## src/rtl/tx_link_ctrl.sv

```systemverilog
// JESD204B transmit link-layer sequencer: SYNC~-driven CGS, ILA and DATA phases
// producing one registered octet plus K flag per lane per character clock.
module tx_link_ctrl #(
    parameter int L      = 2,
    parameter int F      = 2,
    parameter int K      = 16,
    parameter int ILA_MF = 4
) (
    input  logic              clk,
    input  logic              rst,
    input  logic              sync_n,
    input  logic [8*L-1:0]    i_data,
    input  logic              i_test_en,
    input  logic [8*14-1:0]   i_cfg,
    output logic              o_ready,
    output logic [8*L-1:0]    o_data,
    output logic [L-1:0]      o_k,
    output logic [1:0]        o_state,
    output logic              o_lmfc
);
    localparam int FK = F * K;
    localparam int CW = $clog2(FK);
    localparam int MW = $clog2(ILA_MF);

    typedef enum logic [1:0] {
        ST_CGS  = 2'd0,
        ST_ILA  = 2'd1,
        ST_DATA = 2'd2
    } state_t;

    state_t          state;
    logic [CW-1:0]   cnt;
    logic [MW-1:0]   mf;
    logic            sync_low_q;

    logic            last_oct;
    logic            loss;
    logic [7:0]      ramp;
    logic [7:0]      cfg_sum;
    logic [3:0]      cfg_idx;
    logic [7:0]      cfg_oct [14];
    logic [7:0]      ila_oct [L];
    logic            ila_k;

    for (genvar j = 0; j < 14; j++) begin : g_cfg
        assign cfg_oct[j] = i_cfg[8*j +: 8];
    end

    assign last_oct = (cnt == CW'(FK - 1));
    // Second consecutive low on SYNC~ outside CGS drops the link.
    assign loss     = (state != ST_CGS) && !sync_n && sync_low_q;
    assign ramp     = 8'(cnt);
    assign cfg_idx  = cnt[3:0] - 4'd2;
    assign o_ready  = (state == ST_DATA) && !i_test_en;

    // Lane-independent part of FCHK; each lane adds its own LID-patched octet 1.
    always_comb begin
        cfg_sum = 8'h00;
        for (int j = 0; j < 13; j++) begin
            if (j != 1) cfg_sum = cfg_sum + cfg_oct[j];
        end
    end

    always_comb begin
        // NOTE: every output of this block gets a default first so no path infers a latch.
        ila_k = 1'b0;
        for (int n = 0; n < L; n++) ila_oct[n] = ramp;
        if (cnt == '0) begin
            ila_k = 1'b1;
            for (int n = 0; n < L; n++) ila_oct[n] = 8'h1C;
        end else if (last_oct) begin
            ila_k = 1'b1;
            for (int n = 0; n < L; n++) ila_oct[n] = 8'h7C;
        end else if (mf == MW'(1) && cnt == CW'(1)) begin
            ila_k = 1'b1;
            for (int n = 0; n < L; n++) ila_oct[n] = 8'h9C;
        end else if (mf == MW'(1) && cnt <= CW'(15)) begin
            for (int n = 0; n < L; n++) begin
                if (cfg_idx == 4'd1)
                    ila_oct[n] = {cfg_oct[1][7:5], 5'(n)};
                else if (cfg_idx == 4'd13)
                    ila_oct[n] = cfg_sum + {cfg_oct[1][7:5], 5'(n)};
                else
                    ila_oct[n] = cfg_oct[cfg_idx];
            end
        end
    end

    always_ff @(posedge clk or posedge rst) begin
        if (rst) begin
            state      <= ST_CGS;
            cnt        <= '0;
            mf         <= '0;
            sync_low_q <= 1'b0;
            o_data     <= '0;
            o_k        <= '0;
            o_state    <= 2'd0;
            o_lmfc     <= 1'b0;
        end else begin
            cnt    <= last_oct ? '0 : cnt + 1'b1;
            o_lmfc <= (cnt == '0);
            if (loss) begin
                state      <= ST_CGS;
                mf         <= '0;
                sync_low_q <= 1'b0;
                o_data     <= {L{8'hBC}};
                o_k        <= '1;
                o_state    <= ST_CGS;
            end else begin
                sync_low_q <= (state != ST_CGS) && !sync_n;
                o_state    <= state;
                case (state)
                    ST_CGS: begin
                        o_data <= {L{8'hBC}};
                        o_k    <= '1;
                        if (sync_n && last_oct) begin
                            state <= ST_ILA;
                            mf    <= '0;
                        end
                    end
                    ST_ILA: begin
                        for (int n = 0; n < L; n++) o_data[8*n +: 8] <= ila_oct[n];
                        o_k <= {L{ila_k}};
                        if (last_oct) begin
                            if (mf == MW'(ILA_MF - 1)) begin
                                state <= ST_DATA;
                                mf    <= '0;
                            end else begin
                                mf <= mf + 1'b1;
                            end
                        end
                    end
                    ST_DATA: begin
                        o_k    <= '0;
                        o_data <= i_test_en ? {L{ramp}} : i_data;
                    end
                    default: begin
                        state  <= ST_CGS;
                        o_data <= {L{8'hBC}};
                        o_k    <= '1;
                    end
                endcase
            end
        end
    end

endmodule
```

## config.mk

```make
export PLATFORM = sky130hd
export DESIGN_NAME = tx_link_ctrl
export DESIGN_NICKNAME = d
export VERILOG_FILES = /design/src/rtl/tx_link_ctrl.sv
export SDC_FILE = /design/constraint.sdc
export NUM_CORES = 1
export LEC_CHECK = 0
export ABC_AREA = 1
export BUFFER_PORTS_ARGS = -buffer_cell sky130_fd_sc_hd__clkbuf_2
export CORE_MARGIN = 5
export CORE_UTILIZATION = 49
export DETAILED_ROUTE_END_ITERATION = 12
export PLACE_DENSITY = 0.8
export SETUP_SLACK_MARGIN = 0.1
export SLEW_MARGIN = 20
export SYNTH_ARGS = -nofsm -noshare
export SYNTH_HDL_FRONTEND = slang
export SYNTH_SLANG_ARGS = --single-unit
export TNS_END_PERCENT = 50
```

## constraint.sdc

```tcl
create_clock -name clk -period 2.3 [get_ports clk]
set_input_delay 0.46 -clock clk [delete_from_list [all_inputs] [get_ports clk]]
set_output_delay 0.46 -clock clk [all_outputs]
set_load 0.005 [all_outputs]
```

==> flow_summary.yaml, run 1 <==
run_status:
  outcome: "finished, violations left"
  violations: "negative setup slack"
timing:
  fmax_ghz: 0.199
  whs_ps: 219
  fin_skew_ps: 6.99
  fin_crit_ps: 5020
  finalSetupTns_ps: -29550
  worst_slew_pin_slew_ps: 453
  maxSlewHeadroom_pct: 69.8
  rsz0062_at_grt: "true"
  setup_slack_ps: -2720
  maxSlewViolCount: 0
  finalSetupViolCount: 14
  finalHoldViolations: 0
  fin_crit_sh_pct: 218
power_and_ir_drop:
  p_leak_nw: 3.54
  netSwitchingFraction_pct: 47.6
  p_sw_mw: 5.72
  p_per_area_nw_per_um2: 1810
  ir_drop_mv: 1.61
  seqPwrFrac_pct: 6.0
  clock_power_share_pct: 3.6
  total_power_mw: 12.0
  pwr-share-comb_pct: 90.4
  intPower_mw: 6.30
yosys:
  synthFlopType: "dfrtp_1"
  synth_most_common_cell: "inv_1"
  synth_commonest_cells: "inv_1 (143), nand2_1 (130), o21ai_0 (68), fa_1 (64), a21oi_1 (60)"
  synth_xor_area_share_pct: 2.57
  syn_area_sq_um: 5070
  yosys.area_share.simple_pct: 18.7
  synth_top_family_by_area: "adder cells"
  yosys_warnings: 0
  synthArstFlopShare_pct: 100
  ys_types: 39
  yosysSeqAreaShare_pct: 14.8
  synth-edff-count: 0
  syn_nets: 925
  yosysTopAreaCellShare_pct: 25.3
  ys_seq_elements: 30
  avgSynthCellArea_sq_um: 7.21
  synthMuxAreaShare_pct: 0
  synth_compound_area_share_pct: 18.8
  syn-instance-count: 704
  synth_top_cell_by_area: "fa_1"
  synth_fa_ha_area_share_pct: 31.4
  synth.area.top_cells: "fa_1 (25%), dfrtp_1 (15%), inv_1 (11%)"
clock_tree:
  tritoncts: "built"
  root_buffer: "clkbuf_8"
  htree_num_levels: 2
  clock_sinks: 30
  clock_path_buffers: 2
  insertion_delay_ps: 280
  cts_made_buffers: 5
  clk_pin_slew_worst_paths_ps: 60
layout:
  layout.nets: 1111
  fin_util_pct: 64.8
  n_antenna_cell: 0
  layout.cells.non_filler: 1027
  drive_gt1_share_pct: 30.5
  area_growth_pct: 30.7
  stdcell_area_sq_um: 6630
  seqCellArea_sq_um: 752
  fillers: 859
  multiInputGateArea_sq_um: 3840
critical_path:
  cp_slowest_stage_delay_ps: 580
  critical_path_class: "input port to flop"
  endpoint_kind: "flop"
  worst_r2r_endpoint: "o_data[5]$_DFF_PP0_"
  reg2regPathDepth: 10
  cpMostUsedCell: "nand2_1"
  startpoint_type: "input port"
  endpoint: "o_data[15]$_DFF_PP0_"
  r2r_slack_ps: 100
  cp_slowest_cell: "fa_1"
  crit-reg2reg-launch: "cnt[1]$_DFF_PP0_"
  worst_ep_required_time_ps: 2470
  crit_start: "i_cfg[58]"
  cp_max_fo: 3
  arrival_ps: 5200
routing:
  drc: 0
  antenna_left: 0
  totalWireLength_mm: 15.1
  first_pass_iters: 5
  detail_route.wl_per_cell_um: 14.7
  drt-initial-drc-count: 364
  vias_per_cell: 5.20
  dr_total_vias: 5343
grt:
  gr-usage-all-layers_pct: 23.2
  grt_pass1_vias: 5225
  grt.overflow.total: 0
  antenna_found_initial: 0
  grt_max_degree: 47
  grt_first_pass_wirelength_mm: 24.0
placement:
  hpwl_mm: 12.2
  port_buffers: 153
  place.gp.congestion: 0.889
  dp.cells: 1012
  placed_area_sq_um: 6280
  place_ws_ps: -3030
die:
  dieArea_sq_um: 12500
  die_h_um: 112
  rows: 37
  initial_core_util_pct: 49.6
  die_x_um: 112
  core_area_sq_um: 10200
  ios: 154
run:
  cap_violations: 0
min_path:
  hp-class: "input port to asynchronous set/reset pin"
==> power by group through the flow <==
stage	sequential [mW]	combinational, mW	clock (mW)
2_1_floorplan	0.740	5.65	0
3_3_place_gp	0.726	7.60	0
3_5_place_dp	0.729	7.77	0
4_1_cts	0.719	9.58	0.441
5_1_grt	0.733	12.0	0.469
6_report	0.721	10.9	0.436
==> how the worst min path moves through the flow <==
| stage | start | cells past startpoint | endpoint | slack, ps |
|---|---|---|---|---|
| 2_1_floorplan | sync_low_q$_DFF_PP0_ | 1 | sync_low_q$_DFF_PP0_ | 400 |
| 3_3_place_gp | sync_low_q$_DFF_PP0_ | 1 | sync_low_q$_DFF_PP0_ | 410 |
| 3_5_place_dp | sync_low_q$_DFF_PP0_ | 1 | sync_low_q$_DFF_PP0_ | 420 |
| 4_1_cts | rst | 3 | o_data[8]$_DFF_PP0_ | 230 |
| 5_1_grt | rst | 3 | o_data[8]$_DFF_PP0_ | 270 |
| 6_report | rst | 3 | o_data[0]$_DFF_PP0_ | 220 |
==> cells in the final DEF (no fill, tap or decap), types with 4 or more instances in the layout <==
master      n
o22ai_1     6
nand3_1    34
o221ai_1    4
xor2_1      4
ha_1       16
buf_6       9
nand3_2     4
clkbuf_2  148
o211ai_1    4
xnor2_1     7
fa_1       61
o21ai_1    14
a21oi_1    58
inv_2      22
clkbuf_8    6
ha_4        9
nor2_2      4
inv_1     123
buf_4      44
nand2_1   127
nor2_1     53
o21ai_0    56
dfrtp_1    29
==> final cells by class <==
type	instances	area share, %
tap	136	2.57
sequential	30	11.3
clock inverter	1	0.0755
multi-input combinational	502	57.9
timing repair buffer	203	18.3
inverter	148	8.57
clock buffer	7	1.30
==> cells by family (layout without fill, tap and decap cells) <==
| kind of cell | count (synthesis) | in the layout |
|---|---|---|
| compound gates | 168 | 168 |
| xor+xnor | 14 | 14 |
| fa+ha+maj | 89 | 89 |
| buf+inv | 172 | 359 |
| flops | 30 | 30 |
| simple gates | 231 | 231 |
==> sequential cells by signal (all words and copies together) (netlist names) <==
register	cells
cnt	5
mf	2
o_data	16
o_k	1
o_lmfc	1
o_state	2
state	2
sync_low_q	1
==> layer usage <==
layer  vias up  wire length [um]  track usage (%)
met1      2480              5870             28.9
li1       2600                 -                -
met4         0               449             7.46
met3        41              1020             2.93
met5         -                 0                0
met2       222              7750             41.6
==> critical path, delay by kind of cell <==
family          cells  cell delay (ps)
simple gates        8              470
compound gates      3              470
fa+ha+maj           8             3160
xor+xnor            1              100
buf+inv             8              550
==> what timing repair did <==
action	in CTS	in global routing
setup buffers	6	2
setup endpoints to repair	16	19
hold buffers	0	0
pin swaps	29	19
resized for setup	38	27
No activity file was read; power rests on OpenSTA's default activity.
==> run 2, diff against run 1 <==
REMOVE_ABC_BUFFERS = 1   (was not set)
SLEW_MARGIN = not set   (was 20)
==> flow_summary.yaml, run 2 (synthesis gave the netlist of run 1 again) <==
clock_tree:
  clock_path_buffers: 2
  cts_made_buffers: 5
  insertion_delay_ps: 290
  hold_buffers: 0
  clock_sinks: 30
  root_buffer: "clkbuf_8"
  tritoncts: "built"
  clk_pin_slew_worst_paths_ps: 70
  htree_num_levels: 2
die:
  initial_core_util_pct: 49.6
  die_h_um: 112
  dieArea_sq_um: 12500
  core_area_sq_um: 10200
  ios: 154
  die_x_um: 112
  rows: 37
timing:
  worst_slew_pin_slew_ps: 555
  maxSlewViolCount: 0
  fin_crit_ps: 5090
  fin_skew_ps: 7.36
  rsz0062_at_grt: "true"
  fmax_ghz: 0.197
  fin_crit_sh_pct: 221
  setup_slack_ps: -2790
  maxSlewHeadroom_pct: 63.0
  finalHoldViolations: 0
  finalSetupViolCount: 14
routing:
  drt-initial-drc-count: 391
  vias_per_cell: 5.24
  first_pass_iters: 6
  totalWireLength_mm: 14.9
  drc: 0
  dr_total_vias: 5369
  detail_route.wl_per_cell_um: 14.6
  antenna_left: 0
layout:
  seqCellArea_sq_um: 752
  n_antenna_cell: 0
  largest-register: "o_data"
  layout.nets: 1109
  largest_register_ffs: 16
  layout_common_cells: "clkbuf_2 (150), nand2_1 (127), inv_1 (122), fa_1 (62)"
  drive_gt1_share_pct: 31.3
  layout.cells.non_filler: 1025
  reg_top3: "o_data: 16 flops, cnt: 5 flops"
  fillers: 861
  layout_commonest_cell: "clkbuf_2"
  multiInputGateArea_sq_um: 3880
  area_growth_pct: 31.5
critical_path:
  cpMostUsedCell: "fa_1"
  cp_max_fo: 2
  worst_r2r_endpoint: "o_data[6]$_DFF_PP0_"
  cp_slowest_cell: "fa_1"
  startpoint_type: "input port"
  critical_path_class: "input port to flop"
  arrival_ps: 5250
  worstPathCellList: "buf_8 -> inv_4 -> fa_1 -> fa_1 -> inv_2 -> fa_1 -> fa_1 -> inv_2 -> fa_1 -> inv_2 -> ha_4 -> a21o_1 -> a31oi_2 -> xor2_1 -> inv_1 -> ha_4 -> inv_4 -> fa_2 -> nor2_1 -> nor2_1 -> o21ai_1 -> a22oi_1 -> nor2_1"
  path_buf_inv: 7
  worst_ep_required_time_ps: 2460
  crit-reg2reg-launch: "cnt[2]$_DFF_PP0_"
  cp_slowest_stage_delay_ps: 560
  r2r_slack_ps: -60
  endpoint_kind: "flop"
  cp_top_family: "adder cells"
  reg2regPathDepth: 11
grt:
  gr-usage-all-layers_pct: 24.0
  grt_pass1_vias: 5507
  antenna_found_initial: 0
  grt.overflow.total: 0
  grt_max_degree: 37
  grt_first_pass_wirelength_mm: 24.9
min_path:
  hp-class: "input port to asynchronous set/reset pin"
power_and_ir_drop:
  ir_drop_mv: 1.93
  p_leak_nw: 3.55
  total_power_mw: 12.2
  p_per_area_nw_per_um2: 1820
placement:
  port_buffers: 153
  place.gp.congestion: 0.887
  dp.cells: 1014
  hpwl_mm: 12.1
run_status:
  outcome: "finished, violations left"
  violations: "negative setup slack"
run:
  cap_violations: 0
==> run 2: report_power, final <==
group	internal [mW]	switching (mW)	total (mW)
sequential	0.672	0.0549	0.726
combinational	5.45	5.46	10.9
clock	0.318	0.212	0.531
total	6.44	5.73	12.2
==> run 2: area by class of cell <==
class,instances,share of cell area [%]
clock buffers,5,1.03
clock inverters,3,0.600
inverters,148,8.53
multi-input cells,502,58.1
flip-flops and latches,30,11.3
well taps,136,2.55
repair buffers,201,17.9
==> run 2: worst max path at each step <==
stage | endpoint | startpoint | slack [ps] | cells after the start
global route | o_data[6]$_DFF_PP0_ | i_cfg[52] | -3020 | 23
floorplan | o_data[15]$_DFF_PP0_ | i_cfg[58] | -2870 | 25
global placement | o_data[15]$_DFF_PP0_ | i_cfg[58] | -3090 | 25
finish | o_data[6]$_DFF_PP0_ | i_cfg[28] | -2790 | 23
CTS | o_data[6]$_DFF_PP0_ | i_cfg[3] | -2690 | 23
detailed placement | o_data[15]$_DFF_PP0_ | i_cfg[58] | -3130 | 25
==> run 2: worst register-to-register path, delay by kind of cell, from the launching register on <==
family                   cells  cell delay, ps
AO/OA/AOI/OAI                3             430
AND/OR/NAND/NOR              2             280
flip-flops                   1             390
adder cells (fa/ha/maj)      1             300
buffers and inverters        5             830
==> run 2: what timing repair did <==
action                                  CTS  global route
pin swaps                                21            31
endpoints found under the setup margin   16            20
resized for setup                        41            49
buffers inserted                          1             2
==> run 2: metal layers <==
metal | vias up | track usage [%] | part of all wire (%)
met1 | 2491 | 28.9 | 38
met2 | 226 | 43.6 | 52
li1 | 2598 | - | -
met4 | 0 | 7.22 | 3.3
met5 | - | 0 | 0
met3 | 54 | 4.35 | 7.0
==> run 2: per-stage QoR <==
| stage | instance area (sq um) | hold WS, ps | TNS (ps) | setup WS [ps] | utilization (%) |
|---|---|---|---|---|---|
| final | 6670 | 192 | -29820 | -2790 | 65.2 |
| after global placement | 6240 | 416 | -35240 | -3090 | 61.0 |
| after CTS | 6510 | 200 | -29440 | -2690 | 63.6 |
| after global routing | 6670 | 244 | -32210 | -3020 | 65.2 |
| after floorplan | 4940 | 402 | -32700 | -2870 | - |
| after detailed placement | 6240 | 419 | -35840 | -3130 | 61.0 |
==> run 3, diff against run 2 <==
MAX_ROUTING_LAYER = met4   (was not set)
==> flow_summary.yaml, run 3 (synthesis gave the netlist of run 1 again) <==
clock_tree:
  clock_path_buffers: 2
  insertion_delay_ps: 290
  htree_num_levels: 2
  cts_made_buffers: 5
  hold_buffers: 0
  clk_pin_slew_worst_paths_ps: 70
  clock_sinks: 30
  root_buffer: "clkbuf_8"
  tritoncts: "built"
run:
  cap_violations: 0
critical_path:
  crit_start: "i_cfg[28]"
  crit-reg2reg-launch: "cnt[2]$_DFF_PP0_"
  cp_max_fo: 2
  worst_ep_required_time_ps: 2470
  arrival_ps: 5280
  endpoint_kind: "flop"
  startpoint_type: "input port"
  critical_path_class: "input port to flop"
grt:
  grt_pass1_vias: 5511
  gr-usage-all-layers_pct: 24.7
  antenna_found_initial: 0
  grt_max_degree: 37
  grt_first_pass_wirelength_mm: 25.0
  grt.overflow.total: 0
layout:
  largest_register_ffs: 16
  area_growth_pct: 31.5
  layout.nets: 1109
  largest-register: "o_data"
  n_antenna_cell: 0
  fin_util_pct: 65.2
  drive_gt1_share_pct: 31.3
  fillers: 861
  stdcell_area_sq_um: 6670
  multiInputGateArea_sq_um: 3880
  reg_top3: "o_data: 16 flops, cnt: 5 flops"
  layout.cells.non_filler: 1025
  seqCellArea_sq_um: 752
  layout_common_cells: "clkbuf_2 (150), nand2_1 (127), inv_1 (122), fa_1 (62)"
  layout_commonest_cell: "clkbuf_2"
placement:
  port_buffers: 153
  hpwl_mm: 12.1
  place.gp.congestion: 0.901
  dp.cells: 1014
  placed_area_sq_um: 6240
power_and_ir_drop:
  ir_drop_mv: 1.94
  seqPwrFrac_pct: 6.0
  intPower_mw: 6.44
  clock_power_share_pct: 4.4
  p_sw_mw: 5.75
  pwr-share-comb_pct: 89.7
  netSwitchingFraction_pct: 47.1
  p_per_area_nw_per_um2: 1830
  total_power_mw: 12.2
  p_leak_nw: 3.55
timing:
  maxSlewHeadroom_pct: 62.9
  worst_slew_pin_slew_ps: 557
  maxSlewViolCount: 0
  whs_ps: 191
  fin_crit_ps: 5110
  fin_crit_sh_pct: 222
  finalSetupViolCount: 14
  fmax_ghz: 0.196
  setup_slack_ps: -2810
  fin_skew_ps: 7.76
  finalHoldViolations: 0
  rsz0062_at_grt: "true"
routing:
  first_pass_iters: 5
  drt-initial-drc-count: 368
  detail_route.wl_per_cell_um: 14.6
  drc: 0
  totalWireLength_mm: 15.0
  vias_per_cell: 5.27
  antenna_left: 0
  dr_total_vias: 5401
die:
  dieArea_sq_um: 12500
  rows: 37
  core_area_sq_um: 10200
  ios: 154
  die_x_um: 112
  initial_core_util_pct: 49.6
  die_h_um: 112
min_path:
  hp-class: "input port to asynchronous set/reset pin"
run_status:
  violations: "negative setup slack"
  outcome: "finished, violations left"
-- run 3: final cells by class --
type                    instances  share of cell area (%)
multi-input cells             502                    58.1
repair buffers                201                    17.9
flip-flops and latches         30                    11.3
inverters                     148                    8.53
well taps                     136                    2.55
clock buffers                   5                    1.03
clock inverters                 3                   0.600
-- run 3: worst paths after layout --
check	endpoint	slack (ps)	depth (start not counted)
setup / recovery	o_data[6]$_DFF_PP0_	-2810	23
hold / removal	cnt[3]$_DFF_PP0_	190	2
setup reg to reg	o_data[6]$_DFF_PP0_	-80	11
hold reg to reg	sync_low_q$_DFF_PP0_	430	1
max in group asynchronous	o_data[4]$_DFF_PP0_	1470	3
min in group clk	sync_low_q$_DFF_PP0_	340	2
-- run 3: stage by stage --
step           TNS, ps  setup slack (ps)
3_5_place_dp    -35840             -3130
6_report        -29890             -2810
3_3_place_gp    -35240             -3090
4_1_cts         -29440             -2690
2_1_floorplan   -32700             -2870
5_1_grt         -32210             -3020
-- run 3: what timing repair did --
action | in CTS | in global routing
setup buffers | 1 | 2
gates resized for setup | 41 | 49
pin swaps | 21 | 31
setup endpoints to repair | 16 | 20
-- run 3: power by group through the flow --
stage          clock (mW)  sequential [mW]  combinational (mW)
2_1_floorplan           0            0.741                4.85
3_3_place_gp            0            0.733                7.41
3_5_place_dp            0            0.735                7.60
4_1_cts             0.532            0.726                9.03
5_1_grt             0.556            0.739                12.2
6_report            0.533            0.726                10.9
-- run 3: worst max-delay path, stage by stage --
cell and delay [ps]:
buf_8 80, inv_4 30, fa_1 500, fa_1 560
inv_2 40, fa_1 480, fa_1 550, inv_2 40
fa_1 520, inv_2 50, ha_4 210, a21o_1 210
a31oi_2 210, xor2_1 100, inv_1 90, ha_4 140
inv_4 30, fa_2 510, nor2_1 40, nor2_1 110
o21ai_1 80, a22oi_1 180, nor2_1 60
-- run 3: per-layer routing --
layer | part of all wire, % | vias up | wire length (um) | global-route usage (%)
li1 | - | 2596 | - | -
met1 | 38 | 2507 | 5680 | 29.1
met2 | 52 | 232 | 7750 | 43.6
met3 | 6.7 | 66 | 1010 | 4.02
met4 | 3.6 | 0 | 542 | 7.22
met5 | 0 | - | 0 | -
